File: config.mk
export PLATFORM = sky130hd
export DESIGN_NAME = mdu_issue_ctrl
export DESIGN_NICKNAME = d
export VERILOG_FILES = /design/src/rtl/mdu_issue_ctrl.sv
export SDC_FILE = /design/constraint.sdc
export NUM_CORES = 1
export LEC_CHECK = 0
export CORE_AREA = 10 10 47 49
export CTS_BUF_LIST = sky130_fd_sc_hd__clkbuf_4 sky130_fd_sc_hd__clkbuf_8
export CTS_CLUSTER_DIAMETER = 100
export DETAILED_ROUTE_END_ITERATION = 12
export DIE_AREA = 0 0 57 59
export DONT_BUFFER_PORTS = 1
export PLACE_DENSITY_LB_ADDON = 0.15
export SYNTH_ARGS = -nofsm -noshare
export SYNTH_HDL_FRONTEND = slang
export SYNTH_SLANG_ARGS = --single-unit
File: constraint.sdc
create_clock -name clk -period 2.9 [get_ports clk]
set_clock_uncertainty 0.05 [all_clocks]
set_input_delay 0.145 -clock clk [delete_from_list [all_inputs] [get_ports clk]]
set_output_delay 0.145 -clock clk [all_outputs]
set_load 0.01 [all_outputs]
File: src/rtl/mdu_issue_ctrl.sv
// ----------------------------------------------------------------------------
// mdu_issue_ctrl
//   Initiator side of the E-stage MDU start/busy interface. It drives
//   mdu_start/mdu_op from the E-stage instruction. Each mult/multu/div/divu is
//   issued exactly once, even if E is held. D-stage MDU instructions are
//   stalled while an operation is in flight. The block also tracks the
//   expected busy window and records any deviation by the MDU in a sticky
//   error flag.
//
// Handshake: a start is a single-cycle pulse on mdu_start_o while the block
//   is IDLE. The MDU must raise busy on the cycle after the start. It must
//   keep busy high for exactly the op latency, then drop it. The block sees
//   no busy from the MDU during its own start cycle. For that reason stall_d_o
//   also covers the start cycle.
//
// Ports
//   clk          in   clock
//   reset        in   synchronous, active-high reset
//   d_mdu_use_i  in   D-stage instruction is any MDU op
//   e_valid_i    in   E stage holds a real (non-bubble) instruction
//   e_op_i       in   [3:0] E-stage MDU op (0..7 valid, else none)
//   e_hold_i     in   E frozen this cycle, same instruction next cycle
//   e_flush_i    in   E instruction squashed this cycle
//   mdu_busy_i   in   MDU busy flag
//   mdu_start_o  out  start pulse to MDU
//   mdu_op_o     out  [3:0] op to MDU (OP_NONE when E has no MDU op)
//   stall_d_o    out  freeze F/D and insert a bubble into E
//   busy_left_o  out  [3:0] remaining expected busy cycles (debug view of FSM)
//   proto_err_o  out  sticky: MDU busy window did not match expectation
// ----------------------------------------------------------------------------
module mdu_issue_ctrl #(
    parameter int unsigned MULT_LAT = 5,
    parameter int unsigned DIV_LAT  = 10,
    parameter logic [3:0]  OP_NONE  = 4'b1111
) (
    input  logic       clk,
    input  logic       reset,
    input  logic       d_mdu_use_i,
    input  logic       e_valid_i,
    input  logic [3:0] e_op_i,
    input  logic       e_hold_i,
    input  logic       e_flush_i,
    input  logic       mdu_busy_i,
    output logic       mdu_start_o,
    output logic [3:0] mdu_op_o,
    output logic       stall_d_o,
    output logic [3:0] busy_left_o,
    output logic       proto_err_o
);

    localparam logic [3:0] MULT_LAT_W = 4'(MULT_LAT);
    localparam logic [3:0] DIV_LAT_W  = 4'(DIV_LAT);

    typedef enum logic {
        IDLE = 1'b0,
        BUSY = 1'b1
    } state_t;

    state_t     state_q, state_d;
    logic [3:0] cnt_q, cnt_d;
    logic       issued_q, issued_d;
    logic       err_q, err_d;

    logic       e_live;
    logic       is_md;
    logic [3:0] lat;
    logic       start;

    // A flushed instruction or a bubble must never reach the MDU.
    // This applies even to mthi/mtlo.
    assign e_live = e_valid_i & ~e_flush_i;
    assign is_md  = (e_op_i[3:2] == 2'b00);
    assign lat    = e_op_i[1] ? DIV_LAT_W : MULT_LAT_W;

    // The start pulse is suppressed during reset, because the MDU is being
    // reset in the same cycle.
    assign start = ~reset & e_live & is_md & ~issued_q & (state_q == IDLE);

    assign mdu_start_o = start;
    assign mdu_op_o    = (e_live && !e_op_i[3]) ? e_op_i : OP_NONE;
    assign stall_d_o   = d_mdu_use_i & (start | (state_q == BUSY));
    assign busy_left_o = (state_q == BUSY) ? cnt_q : 4'd0;
    assign proto_err_o = err_q;

    // The FSM and the busy-window check.
    // In IDLE the MDU must not be busy. A start always moves the FSM to
    // BUSY, so "busy without a start in the previous cycle" is the same as
    // "busy while IDLE". The same test also covers the first IDLE cycle
    // after a window.
    always_comb begin
        state_d = state_q;
        cnt_d   = cnt_q;
        err_d   = err_q;
        case (state_q)
            IDLE: begin
                if (mdu_busy_i) begin
                    err_d = 1'b1;
                end
                if (start) begin
                    state_d = BUSY;
                    cnt_d   = lat;
                end
            end
            BUSY: begin
                if (!mdu_busy_i) begin
                    err_d = 1'b1;
                end
                cnt_d = cnt_q - 4'd1;
                if (cnt_q == 4'd1) begin
                    state_d = IDLE;
                end
            end
            default: begin
                state_d = IDLE;
                cnt_d   = 4'd0;
            end
        endcase
    end

    // The issued flag remembers that the held E instruction was already
    // started. Once E advances or the instruction is flushed, the flag is
    // cleared so the next instruction can start.
    always_comb begin
        issued_d = issued_q;
        if (start && e_hold_i) begin
            issued_d = 1'b1;
        end else if (!e_hold_i || e_flush_i) begin
            issued_d = 1'b0;
        end
    end

    always_ff @(posedge clk) begin
        if (reset) begin
            state_q  <= IDLE;
            cnt_q    <= 4'd0;
            issued_q <= 1'b0;
            err_q    <= 1'b0;
        end else begin
            state_q  <= state_d;
            cnt_q    <= cnt_d;
            issued_q <= issued_d;
            err_q    <= err_d;
        end
    end

endmodule

==> results.cfg <==
[run_status]
status = finished, final reports clean

[power_and_ir_drop]
pwr-share-seq_pct = 45.9
p_sw_uw = 61.7
ir_drop_uv = 262
p_sw_share_pct = 27.2
p_int_uw = 165
power_frac_comb_pct = 13.4
p_clk_share_pct = 40.7
power.density_mw_per_mm2 = 413
p_leak_nw = 0.211

[routing]
via_count = 411
first_iter_violations = 10
first_pass_iters = 4
wl_um = 1180
drtAntennaViolNets = 0
via_per_inst = 5.48
drc = 0
wl_per_cell_um = 15.8

[floorplanning]
die_h_um = 59
rows = 14
design.core.area_sq_mm = 0.00140
io_pins = 22
die_x_um = 57
dieArea_sq_mm = 0.00336
start_util_pct = 35.7

[worst_setup_path]
crit_path_top_delay_cell = nor3_4
worstReg2RegEnd = cnt_q[0]$_SDFFE_PP0P_
end_kind = primary output
cp_cell_sequence = nor3_4 > a21oi_2 > nor2b_1
cp_num_buf_inv = 0
rrSetupSlack_ps = 1660
reg2reg_from = issued_q$_SDFFE_PP0P_
cpPeakStageDelay_ps = 390
crit_required_ps = 2710
crit_type = flop to primary output
cp.arrival_ps = 1340
worst_setup_path_start_kind = flop
critical-path-top-delay-family = simple AND/OR/NAND/NOR gates
reg2reg_depth = 3
worstPathMaxFanout = 10

[synth]
ys_warn_count = 0
seq_area_frac_synth_pct = 28.0
synth_largest_area_cell = dfxtp_1
synthTopCellsByArea = dfxtp_1 28%, a211o_2 6.0%, inv_1 6.0%
netlist.area_leader.share_pct = 28.0
async_flop_share_pct = 0
ys_seq_elements = 7
ys.flop_type = dfxtp_1
synth-edff-count = 0
synth_cell_types = 28
syn_area_sq_um = 500
postSynthAreaPerCell_sq_um = 9.10
syn_inst = 55
syn_nets = 68

[sta]
worst_pin_slew_ps = 523
finalCritPeriodShare_pct = 52.8
fin_setup_tns_ps = 0
clock.fmax_mhz = 653
relSlewSlack_pct = 65.1
rsz0062_at_grt = no
finalSetupViolCount = 0
min_period_ps = 1530
hold_violations = 0
final-max-slew-violation-count = 0
fin_ws_ps = 1370

[placement]
io_buffer_count = 0
routabilityCongestion = 0.691
dp_cells = 68
placement.cell_area_sq_um = 493
pre_cts_ws_ps = 1610
dp_hpwl_um = 907

[flow_run]
drv_cap = 0

[grt]
globalRoute.totalOverflow = 0
antenna_found_initial = 0
grt_usage_pct = 7.82
grt_pass1_wl_um = 2070
grt_pass1_vias = 448
grt_max_degree = 15

[final_layout]
nets = 73
area_growth_pct = 10.0
layout-drive-gt1-share_pct = 23.7
post-route-cell-area_sq_um = 551
n_antenna_cell = 0
final_cells = 75

[clock_tree]
ctsLongestPathBuffers = 2
ctsResizeCount = 0
htree_num_levels = 1
numCtsBuffers = 3
clock_sinks = 7
worstSkewPairLatency_ps = 260
clk_root_buffer_cell = clkbuf_4
cts_tree = built
cts.clk_slew.worst_paths_ps = 60

[min_path]
holdPathStages = 3
min_path_type = primary input to flop
hp-start = mdu_busy_i
hold_end = proto_err_o$_SDFFE_PP0P_
[worst max-delay path by stage]
| stage | endpoint | cells past startpoint | from |
|---|---|---|---|
| after global placement | stall_d_o | 3 | issued_q$_SDFFE_PP0P_ |
| final | stall_d_o | 3 | issued_q$_SDFFE_PP0P_ |
| after CTS | stall_d_o | 3 | issued_q$_SDFFE_PP0P_ |
| after detailed placement | stall_d_o | 3 | issued_q$_SDFFE_PP0P_ |
| after floorplan | stall_d_o | 3 | issued_q$_SDFFE_PP0P_ |
| after global routing | stall_d_o | 3 | issued_q$_SDFFE_PP0P_ |
[worst reg2reg max path, cell delays in order (launching register included)]
cell	delay [ps]
dfxtp_1	330
nor3_4	390
a311oi_1	170
a211oi_2	220
[power groups by stage]
stage | clock [mW] | sequential, mW | combinational, mW
finish | 0.0925 | 0.104 | 0.0304
floorplan | 0 | 0.105 | 0.0273
global placement | 0 | 0.107 | 0.0264
CTS | 0.0987 | 0.104 | 0.0309
detailed placement | 0 | 0.106 | 0.0261
global route | 0.108 | 0.105 | 0.0339
[repair_timing]
| item | 4_1_cts | 5_1_grt |
|---|---|---|
| endpoints found under the setup margin | 0 | 0 |
| hold endpoints to repair | 6 | 0 |
| setup buffers | 0 | 0 |
| hold buffers | 3 | 0 |
[per-layer routing]
metal,global-route usage [%],share of wire [%]
met5,0,0
met1,7.24,32
met4,2.68,0
met2,13.0,57
met3,6.01,11
[cells in the final DEF (no fill, tap or decap), types with 2 or more instances in the layout]
cell and n:
mux2i_1 2, a211o_2 3, or2b_1 2, ha_1 2, dlygate4sd3_1 3, nand4_1 2, nor2_1 4, a31oi_1 2
and2_1 2, dfxtp_1 7, clkbuf_4 3, inv_1 8, nor2b_1 3
[registers in the layout, indices dropped and copies added (netlist names)]
register	flops
proto_err_o	1
cnt_q	4
state_q	1
issued_q	1
[cells by family (layout without fill, tap and decap cells)]
family	count (synthesis)	in the layout	synth area share, %
AO/OA/AOI/OAI	12	12	22.0
XOR/XNOR	1	1	1.75
adder cells (fa/ha/maj)	2	2	5.00
buffers and inverters	11	15	11.5
flip-flops	7	7	28.0
multiplexers	2	2	4.00
AND/OR/NAND/NOR	20	20	27.7
[cell type report]
cell class / instances / area [sq um]
fillers: 145 / 851
multi-input cells: 37 / 303
flip-flops and latches: 7 / 140
repair buffers: 3 / 30.0
inverters: 8 / 30.0
clock buffers: 3 / 22.5
well taps: 16 / 20.0
clock inverters: 1 / 5.00
[Yosys cell counts (all sizes together) (2+ instances only)]
| library cell | number |
|---|---|
| a211o | 3 |
| a21oi | 2 |
| a311oi | 2 |
| a31oi | 2 |
| and2 | 2 |
| and3 | 2 |
| buf | 3 |
| dfxtp | 7 |
| ha | 2 |
| inv | 8 |
| mux2i | 2 |
| nand4 | 2 |
| nor2 | 4 |
| nor2b | 3 |
| nor3 | 2 |
| nor3b | 2 |
| or2b | 2 |
[stage by stage]
step                      power (mW)  util (%)  hold slack, ps
after floorplan                0.132         -             252
after global placement         0.133      35.2             164
after detailed placement       0.133      35.2             166
after CTS                      0.234      39.3            32.5
after global routing           0.247      39.3            42.7
final                          0.227      39.3            47.6
(Power assumes the default switching activity.)
